==> config.mk <==
export PLATFORM = sky130hd
export DESIGN_NAME = lsu_store_queue
export DESIGN_NICKNAME = d
export VERILOG_FILES = /design/src/rtl/lsu_store_queue.sv
export SDC_FILE = /design/constraint.sdc
export NUM_CORES = 1
export LEC_CHECK = 0
export ABC_AREA = 1
export CAP_MARGIN = 10
export CORE_ASPECT_RATIO = 1.1
export CORE_UTILIZATION = 40
export DETAILED_ROUTE_END_ITERATION = 8
export HOLD_SLACK_MARGIN = 0.06
export SLEW_MARGIN = 5
export SYNTH_ARGS = -nofsm -noshare
export SYNTH_HDL_FRONTEND = slang
export SYNTH_SLANG_ARGS = --single-unit
==> constraint.sdc <==
create_clock -name clk -period 13 [get_ports clk]
set_input_delay 2.6 -clock clk [delete_from_list [all_inputs] [get_ports clk]]
set_output_delay 2.6 -clock clk [all_outputs]
set_load 0.01 [all_outputs]
==> src/rtl/lsu_store_queue.sv <==
// rtl/lsu_store_queue.sv - in-order store queue with prioritised, hazard-checked loads
module lsu_store_queue #(
   parameter int DEPTH = 4
) (
   input  logic        clk,
   input  logic        rst_n,
   input  logic        req_valid,
   output logic        req_ready,
   input  logic        req_is_store,
   input  logic [2:0]  req_funct3,
   input  logic [63:0] req_addr,
   input  logic [63:0] req_wdata,
   output logic        req_err,
   output logic        load_valid,
   output logic [63:0] load_data,
   output logic        sq_empty,
   output logic        mem_write_en,
   output logic        mem_read_en,
   output logic [1:0]  store_format,
   output logic [2:0]  load_format,
   output logic [63:0] mem_addr,
   output logic [63:0] mem_data_input,
   input  logic [63:0] mem_data_output
);
   localparam int PW = $clog2(DEPTH);
   localparam int CW = PW + 1;

   typedef enum logic [1:0] {
      ST_IDLE  = 2'd0,
      ST_WRITE = 2'd1,
      ST_READ  = 2'd2
   } state_t;

   state_t        state;
   logic [63:0]   q_addr [DEPTH];
   logic [63:0]   q_data [DEPTH];
   logic [1:0]    q_fmt  [DEPTH];
   logic [DEPTH-1:0] q_vld;
   logic [PW-1:0] wr_ptr;
   logic [PW-1:0] rd_ptr;
   logic [CW-1:0] count;
   logic [63:0]   ld_addr;
   logic [2:0]    ld_funct3;

   logic          full;
   logic          hazard;
   logic          illegal;
   logic          accept;
   logic          enq;
   logic          ld_acc;
   logic          pop;
   logic [63:0]   ext_data;

   assign full    = (count == CW'(DEPTH));
   assign illegal = req_is_store ? req_funct3[2] : (req_funct3 == 3'b111);
   assign req_ready = req_is_store ? !full : ((state == ST_IDLE) && !full && !hazard);
   assign accept  = req_valid && req_ready;
   assign enq     = accept && req_is_store && !illegal;
   assign ld_acc  = accept && !req_is_store && !illegal;
   assign pop     = (state == ST_WRITE);
   assign sq_empty = (count == '0) && (state != ST_WRITE);

   // A load may not pass any queued store that touches the same doubleword
   always_comb begin
      hazard = 1'b0;
      for (int i = 0; i < DEPTH; i++) begin
         if (q_vld[i] && (q_addr[i][63:3] == req_addr[63:3])) begin
            hazard = 1'b1;
         end
      end
   end

   // Sign- or zero-extend the raw memory word according to the latched funct3
   always_comb begin
      ext_data = mem_data_output;
      case (ld_funct3)
         3'b000:  ext_data = {{56{mem_data_output[7]}},  mem_data_output[7:0]};
         3'b100:  ext_data = {56'd0,                     mem_data_output[7:0]};
         3'b001:  ext_data = {{48{mem_data_output[15]}}, mem_data_output[15:0]};
         3'b101:  ext_data = {48'd0,                     mem_data_output[15:0]};
         3'b010:  ext_data = {{32{mem_data_output[31]}}, mem_data_output[31:0]};
         3'b110:  ext_data = {32'd0,                     mem_data_output[31:0]};
         default: ext_data = mem_data_output;
      endcase
   end

   // Memory-side outputs depend only on the state and registered fields
   always_comb begin
      mem_write_en   = (state == ST_WRITE);
      mem_read_en    = (state == ST_READ);
      mem_addr       = 64'd0;
      mem_data_input = 64'd0;
      store_format   = 2'b00;
      load_format    = 3'b000;
      if (state == ST_WRITE) begin
         mem_addr       = q_addr[rd_ptr];
         mem_data_input = q_data[rd_ptr];
         store_format   = q_fmt[rd_ptr];
      end else if (state == ST_READ) begin
         mem_addr    = ld_addr;
         load_format = (ld_funct3[1:0] == 2'b11) ? 3'b101 : {1'b0, ld_funct3[1:0]};
      end
   end

   // Queue payload storage; validity is tracked separately so no reset is needed here
   always_ff @(posedge clk) begin
      if (enq) begin
         q_addr[wr_ptr] <= req_addr;
         q_data[wr_ptr] <= req_wdata;
         q_fmt[wr_ptr]  <= req_funct3[1:0];
      end
   end

   // Queue bookkeeping, access FSM and load-return registers
   always_ff @(posedge clk or negedge rst_n) begin
      if (!rst_n) begin
         state      <= ST_IDLE;
         wr_ptr     <= '0;
         rd_ptr     <= '0;
         count      <= '0;
         q_vld      <= '0;
         ld_addr    <= 64'd0;
         ld_funct3  <= 3'b000;
         load_valid <= 1'b0;
         load_data  <= 64'd0;
         req_err    <= 1'b0;
      end else begin
         req_err    <= accept && illegal;
         load_valid <= (state == ST_READ);

         if (pop) begin
            q_vld[rd_ptr] <= 1'b0;
            rd_ptr        <= rd_ptr + PW'(1);
         end
         if (enq) begin
            q_vld[wr_ptr] <= 1'b1;
            wr_ptr        <= wr_ptr + PW'(1);
         end
         case ({enq, pop})
            2'b10:   count <= count + CW'(1);
            2'b01:   count <= count - CW'(1);
            default: count <= count;
         endcase

         case (state)
            ST_IDLE: begin
               if (full) begin
                  state <= ST_WRITE;
               end else if (ld_acc) begin
                  ld_addr   <= req_addr;
                  ld_funct3 <= req_funct3;
                  state     <= ST_READ;
               end else if (count != '0) begin
                  state <= ST_WRITE;
               end
            end
            ST_WRITE: state <= ST_IDLE;
            ST_READ: begin
               load_data <= ext_data;
               state     <= ST_IDLE;
            end
            default: state <= ST_IDLE;
         endcase
      end
   end
endmodule

# Yosys cells after proc, flatten, opt, wreduce, memory -nomap -nowiden
# Memory sizes are Yosys's and may differ from the RTL's.
# Index checks and enable logic that the tools add are counted.
# op_classes
n_addsub	4
order_cmp	4
n_eq_ne	18
n_mux	27
bitwise	4
n_reduce_logical	25
# ops
operator	count
$pmux 64 s6	1
$eq 61x61->1	4
$mux 64	3
$eq 3x3->1 const B	5
$logic_and 1x1->1	15
$mux 1	10
$mux 2	5
$mux 3	3
$mux 4	2
$eq 2x2->1 const B	3
$logic_not 3->1	2
$lt 2x3->1 const B	2
$pmux 3 s2	1
$add 2x1->2 const B	2
$and 4x4->4	1
$demux 1 s2	2
$eq 2x1->1 const B	2
$ge 2x1->1 const B	2
$logic_not 1->1	4
$ne 4x3->1 const B	1
$not 4->4	1
$or 4x4->4	1
$add 3x1->3 const B	1
$eq 3x1->1 const B	1
8 further kinds	8
# word_totals
regBits	146
ram_bits	520
elab_cells	95
memories	3
# mem_list
name	depth	word_bits	read_ports	rd_clocked_by_memory_dff	wr	line_no	rtl
q_addr	4	64	5	0	1	35	logic [63:0] q_addr [DEPTH];
q_data	4	64	1	0	1	36	logic [63:0] q_data [DEPTH];
q_fmt	4	2	1	0	1	37	logic [1:0] q_fmt [DEPTH];

# Longest topological paths before layout
# Gate-level depths: netlist of the first run.
# logic_depth
word_depth	15
mapped_depth	18
depth_no_buf	15

# Worst setup path before layout of the first run
# OpenSTA, ideal clock, no wires.
# synth_timing
kind	input port to flip-flop
from	input req_valid
to	memory q_addr[0][0], enable pin
arrival_time_ns	8.606
path_slack_ns	3.773
stages	4
n_path_buf	2
path_cell_list	clkbuf_1 -> nand4_1 -> clkbuf_1 -> nor2_1
# synth_between
elab_chain_len	5
# synth_rtl
item	line_no	rtl
start: declaration	7	input logic req_valid,
$logic_and 1x1->1	57	assign accept = req_valid && req_ready;
$logic_and 1x1->1 (2 in a row)	58	assign enq = accept && req_is_store && !illegal;
$mux 1	107	if (enq) begin
$mux 1 (not written as such)	108	q_addr[wr_ptr] <= req_addr;
end: declaration	35	
# No other way between the ends.

# Worst setup path in the final report of the first run
# layout_timing
from	input req_addr[36]
to	output req_ready
# layout_between
elab_chain_len	9
elab_cells_between_ends	15
classes_between	eq/ne: 4; mux: 5; reduce/logical: 6
# layout_rtl
item	line_no	rtl
start: declaration	11	input logic [63:0] req_addr,
$eq 61x61->1	67	if (q_vld[i] && (q_addr[i][63:3] == req_addr[63:3])) begin
$logic_and 1x1->1	67	
$mux 1 (3 in a row)	67	
$mux 1 *	67	
$logic_not 1->1 *	56	assign req_ready = req_is_store ? !full : ((state == ST_IDLE) && !full && !hazard);
$logic_and 1x1->1 *	56	
$mux 1 *	56	
end: declaration	8	output logic req_ready,
# Every way passes the cells marked *; elsewhere a longest branch is shown, timed or not.

==> results of run 1 <==
==> layer usage <==
metal | track usage, % | up-vias
met5 | 0 | -
met4 | 13.3 | 20
met3 | 6.03 | 234
met2 | 43.3 | 1010
met1 | 32.9 | 11600
li1 | - | 11400
==> worst paths after layout <==
| check | slack (ns) | cells after the start | endpoint |
|---|---|---|---|
| min | 0.48 | 2 | load_data[4] |
| max | 4.95 | 14 | req_ready |
| max in group asynchronous | 9.84 | 2 | rd_ptr[0] |
| max reg2reg | 9.29 | 7 | load_data[9] |
| min in group asynchronous | 1.89 | 1 | ld_addr[33] |
| min reg2reg | 0.48 | 2 | load_data[4] |
==> cells in the final DEF (no fill, tap or decap), types with 30 or more instances in the layout <==
cell type,count
edfxtp_1,520
o21ai_1,46
a31oi_1,32
nor2_1,477
o21ai_0,305
a21oi_1,183
a32o_1,64
xor2_1,31
nand4_1,68
clkdlybuf4s50_1,399
nand2_1,782
inv_2,46
dfrtp_1,144
clkbuf_16,76
o211ai_1,30
inv_1,237
==> metrics by stage <==
step	util, %	worst slack [ns]	std cells	cell area (um2)
2_1_floorplan	-	3.77	3178	30500
3_3_place_gp	47.2	4.97	4455	35400
3_5_place_dp	47.2	5.00	4455	35400
4_1_cts	50.3	4.98	4590	37700
5_1_grt	50.3	4.88	4592	37700
6_report	50.3	4.95	4594	37700
==> worst min-delay path, stage by stage (launching register included) <==
cell	delay [ns]
dfrtp_1	0.34
nand2_1	0.05
nand2_1	0.05
==> flip-flops by register name, indices dropped and copies added, names as in the netlist, 2 cells and up <==
signal	flops
q_addr	256
q_data	256
ld_addr	64
load_data	64
q_fmt	8
q_vld	4
count	3
ld_funct3	3
rd_ptr	2
state	2
wr_ptr	2
==> cells by family (layout without fill, tap and decap cells) <==
logic type / after synthesis / count (layout) / share of synthesized area [%]
flip-flops: 666 / 666 / 63.2
adder cells (fa/ha/maj): 10 / 10 / 0.435
XOR/XNOR: 32 / 32 / 0.919
buffers and inverters: 454 / 850 / 5.75
other: 0 / 4 / 0
AND/OR/NAND/NOR: 1346 / 1346 / 17.2
AO/OA/AOI/OAI: 670 / 670 / 12.5
==> cell type report <==
type | count | share of cell area (%)
Inverter | 287 | 2.89
Antenna cell | 4 | 0.0265
Clock buffer | 104 | 5.51
Multi-Input combinational cell | 2058 | 25.3
Sequential cell | 666 | 51.1
Timing Repair Buffer | 428 | 11.2
Tap cell | 1016 | 3.37
Clock inverter | 31 | 0.673
==> power by group through the flow <==
stage                     Combinational [mW]  Clock [mW]  Sequential [mW]
after floorplan                         1.48           0             2.84
after global placement                  2.75           0             2.89
after detailed placement                2.76           0             2.90
after CTS                               2.78        2.08             2.86
after global routing                    3.00        2.15             2.90
final                                   2.74        2.04             2.86
==> run_results.csv, run 1 <==
group,metric,value,unit
setup_path,arrival,5.45,ns
layout,syn_to_final_growth,23.7,%
timing,tightest_slew,1.17,ns
setup_path,path_max_fanout,9,
clock_tree,max-clock-path-buffers,3,
place,portBuffers,401,
synthesis,yosysTopAreaCellShare,51.2,%
timing,fin_skew,0.0289,ns
die,coreArea,75000,um2
grt,antenna_found_initial,13,
routing,via_count,24300,
setup_path,slowest_delay,0.68,ns
timing,maxSlewHeadroom,22.0,%
setup_path,path_cells,"clkdlybuf4s50_1 > inv_2 > o21ai_0 > nor2_1 > nand2_1 > nor2_1 > nand2_1 > nor2_1 > nand2_1 > nand3_1 > nor2_1 > nor2_2 > nor2_4 > clkdlybuf4s50_1",
synthesis,synth_top_area_cell,"edfxtp_1",
layout,drive_above_1_share,5.57,%
die,die_x,265,um
min_path,worstHoldPathType,"reg2reg",
layout,nets,3725,
clock_tree,clk_pin_slew,0.06,ns
synthesis,async_flop_share,21.9,%
synthesis,yosysSeqAreaShare,63.2,%
setup_path,startpoint,"req_addr[36]",
synthesis,yosys-top-cells-area,"edfxtp_1, dfrtp_1, nand2_1, nor2_1, o21ai_0",
clock_tree,ctsHoldBuffers,0,
routing,wl_met1,40100,um
synthesis,synth-seq-cells,666,
routing,ant_nets,0,
power,clockPowerShare,26.7,%
timing,fmax,124,MHz
synthesis,synth_common_cells,"nand2_1, edfxtp_1, nor2_1",
timing,tns,0,ns
timing,fin_crit_sh,62.0,%
routing,drt_iter0_drc,2207,
timing,finalCriticalPeriod,8.05,ns
layout,fillers,6782,
synthesis,syn_nets,3387,
clock_tree,cts.sinks,666,
routing,routed-wl-met3,8460,um
routing,avgViaCountPerCell,5.29,
routing,routedWlPerCell,22.6,um
synthesis,syn_inst,3178,
layout,multi_input_area,9530,um2
place,gp_congestion,1.04,
synthesis,ys_warn_count,0,
grt,grt_util_all_layers,26.5,%
setup_path,cp_num_buf_inv,3,
clock_tree,cts-root-buf,"clkbuf_16",
timing,rsz0062_at_grt,"false",
setup_path,critPathLaunchType,"input port",
min_path,hp-start,"load_data[4]",
synthesis,ys_types,31,
power,powerDensity,203,nW/um2
grt,grt_pass1_vias,23300,
place,place_hpwl,67900,um
setup_path,cp-end-kind,"output pin",
synthesis,synth_edf_count,520,
grt,grt_overflow,0,
clock_tree,cts_tree,"built",
die,num_io_pins,402,
layout,ff_latch_area,19300,um2
setup_path,r2r-start,"state[0]",
power,ir_drop,0.000129,V
power,combPwrFrac,35.9,%
clock_tree,post_cts_buffers,0,
setup_path,crit_family,"buffers and inverters",
status,status,"finished, final reports clean",
setup_path,critical_path.most_common_cell,"nor2_1",
power,fin_total_pwr,7.64,mW
power,switching_share,36.1,%
setup_path,required,10.40,ns
synthesis,avgSynthCellArea,9.59,um2
die,floorplan.initialDensity,40.6,%
grt,grt_max_degree,123,
routing,dr_wl_met2,49700,um
routing,dr.max_layer_used,"met5",
clock_tree,cts_made_buffers,75,
timing,hold_viol,0,
timing,drv_slew,0,
power,p_switching,2.76,mW
grt,grt_pass1_wl,152000,um
clock_tree,cts-resized-gates,0,
die,die_y,292,um
power,p_leak,14.7,nW
power,p_seq_share,37.4,%
job,drv_cap,0,
synthesis,syn-cell-area,30500,um2
synthesis,ys.flop_type,"edfxtp_1",
timing,hold_slack,0.478,ns
setup_path,cp_slowest_cell,"clkdlybuf4s50_1",
routing,drc,0,
routing,routed_wl,104000,um
clock_tree,h-tree-depth,3,
power,p_int,4.88,mW
timing,finalSetupViolations,0,
setup_path,crit_type,"in2out",
clock_tree,clock_latency,0.63,ns
die,row_count,105,
die,fp.dieArea,77300,um2
routing,first_pass_iters,6,
synthesis,yosysMostFrequentCell,"nand2_1",
(Power assumes the default switching activity.)
==> run 2, diff against run 1 <==
==> constraint.sdc (replaced) <==
create_clock -name clk -period 8.3 [get_ports clk]
set_input_delay 1.66 -clock clk [delete_from_list [all_inputs] [get_ports clk]]
set_output_delay 1.66 -clock clk [all_outputs]
set_load 0.01 [all_outputs]
==> run_results.csv, run 2 (same netlist as run 1, synthesis figures left out) <==
group,metric,value,unit
status,status,"finished, final reports clean",
power,combPwrFrac,36.1,%
layout,final_cell_mix,"nand2_1, edfxtp_1, nor2_1",
timing,fin_crit_sh,75.6,%
setup_path,cp_slowest_cell,"clkdlybuf4s50_1",
job,drv_cap,0,
clock_tree,cts-resized-gates,0,
setup_path,arrival,4.62,ns
timing,tns,0,ns
power,switching_share,35.9,%
power,ir_drop,0.000299,V
place,place_hpwl,67500,um
power,powerDensity,319,nW/um2
timing,maxSlewHeadroom,23.6,%
power,p_int,7.72,mW
grt,use_met1,32.9,%
timing,finalCriticalPeriod,6.28,ns
setup_path,worst_r2r_path_depth,7,
timing,rsz0062_at_grt,"false",
grt,grt_overflow,0,
clock_tree,max-clock-path-buffers,3,
layout,nets,3722,
routing,routed_wl,104000,um
routing,drc,0,
min_path,hp-start,"load_data[0]",
setup_path,startpoint,"req_addr[14]",
place,placed_cell_area,35400,um2
layout,top_regs,"q_addr: 256 flops, q_data: 256 flops",
power,clockPowerShare,26.9,%
die,floorplan.initialDensity,40.6,%
grt,gr-usage-met2,43.4,%
clock_tree,post_cts_buffers,0,
routing,drt_iter0_drc,2493,
setup_path,path_max_fanout,10,
timing,fmax,159,MHz
min_path,worstHoldPathType,"reg2reg",
place,portBuffers,401,
clock_tree,clk_pin_slew,0.05,ns
routing,routedWlPerCell,22.8,um
grt,grt_max_degree,212,
grt,grt_pass1_wl,151000,um
grt,antenna_found_initial,8,
die,die_x,265,um
clock_tree,cts_made_buffers,76,
power,p_switching,4.32,mW
setup_path,r2r-start,"state[0]",
grt,grt_use_met3,5.84,%
min_path,holdPathStages,2,
place,gp_congestion,1.06,
timing,hold_viol,0,
clock_tree,ctsHoldBuffers,0,
grt,grt_util_all_layers,26.5,%
routing,ant_nets,0,
setup_path,slowest_delay,0.62,ns
clock_tree,clock_latency,0.62,ns
grt,top_usage_layer,"met2",
layout,final_area,37800,um2
grt,grt_pass1_vias,22800,
die,coreArea,75000,um2
setup_path,critPathLaunchType,"input port",
layout,final_common_cell,"nand2_1",
routing,via_count,24400,
layout,drive_above_1_share,5.29,%
setup_path,path_cells,"clkdlybuf4s50_1 > xor2_1 > nor2_1 > nand2_1 > nor2_1 > nand2_1 > nor2_1 > nand2_1 > nand2_1 > nor2_1 > nor2_2 > nor2_4 > clkdlybuf4s50_1",
timing,fin_skew,0.0306,ns
routing,first_pass_iters,8,
clock_tree,h-tree-depth,3,
die,row_count,105,
clock_tree,cts.sinks,666,
timing,tightest_slew,1.15,ns
die,die_y,292,um
die,fp.dieArea,77300,um2
timing,finalSetupViolations,0,
layout,fillers,6836,
clock_tree,cts-root-buf,"clkbuf_16",
setup_path,cp-end-kind,"output pin",
power,p_seq_share,37.0,%
layout,syn_to_final_growth,23.9,%
setup_path,required,6.64,ns
timing,drv_slew,0,
power,p_leak,14.7,nW
clock_tree,cts_tree,"built",
die,num_io_pins,402,
setup_path,crit_type,"in2out",
routing,avgViaCountPerCell,5.30,
-- run 2: cell count changes in the layout (fill, tap and decap cells not counted), moves of 2 or more --
cell	delta
bufinv_16	+2
clkinv_2	-5
clkinv_8	-3
clkbuf_1	+3
clkinv_1	+5
buf_4	-8
buf_12	+4
-- run 2: power groups by stage --
stage | clock network, mW | registers [mW] | logic (mW)
5_1_grt | 3.42 | 4.51 | 4.73
3_5_place_dp | 0 | 4.51 | 4.36
3_3_place_gp | 0 | 4.50 | 4.33
2_1_floorplan | 0 | 4.45 | 2.31
4_1_cts | 3.29 | 4.45 | 4.39
6_report | 3.24 | 4.45 | 4.35
-- run 2: per-layer routing --
metal  share of wire [%]  vias to the layer above
li1                    -                    11400
met3                 8.6                      243
met5               0.072                        -
met2                  47                     1059
met1                  38                    11600
met4                 5.5                       12
-- run 2: stage by stage --
| stage | worst slack [ns] | instances | hold slack [ns] | utilization, % | total power [mW] |
|---|---|---|---|---|---|
| finish | 2.02 | 4591 | 0.478 | 50.3 | 12.0 |
| CTS | 2.09 | 4588 | 0.481 | 50.3 | 12.1 |
| global placement | 2.08 | 4451 | 0.463 | 47.2 | 8.84 |
| floorplan | 0.0125 | 3178 | 0.450 | - | 6.77 |
| detailed placement | 2.10 | 4451 | 0.464 | 47.2 | 8.87 |
| global route | 2.02 | 4590 | 0.493 | 50.3 | 12.7 |
-- run 2: layout make-up --
type / count / area [um2] / area share [%]
repair buffers: 424 / 4230 / 11.2
well taps: 1016 / 1270 / 3.37
clock buffers: 107 / 2100 / 5.56
flip-flops and latches: 666 / 19300 / 51.0
multi-input cells: 2058 / 9530 / 25.2
inverters: 287 / 1090 / 2.89
clock inverters: 30 / 258 / 0.683
diodes: 3 / 7.51 / 0.0199
-- run 2: critical path, delay by kind of cell --
kind | cells | cell delay (ns)
and+or+nand+nor | 10 | 1.53
buffers and inverters | 2 | 1.14
xor gates and xnor gates | 1 | 0.28
-- run 2: worst paths after layout --
| kind | to | slack (ns) |
|---|---|---|
| min reg2reg | load_data[0] | 0.48 |
| min | load_data[0] | 0.48 |
| min in group asynchronous | ld_addr[32] | 1.05 |
| max in group asynchronous | rd_ptr[0] | 6.22 |
| max | req_ready | 2.02 |
| max reg2reg | load_data[9] | 4.53 |
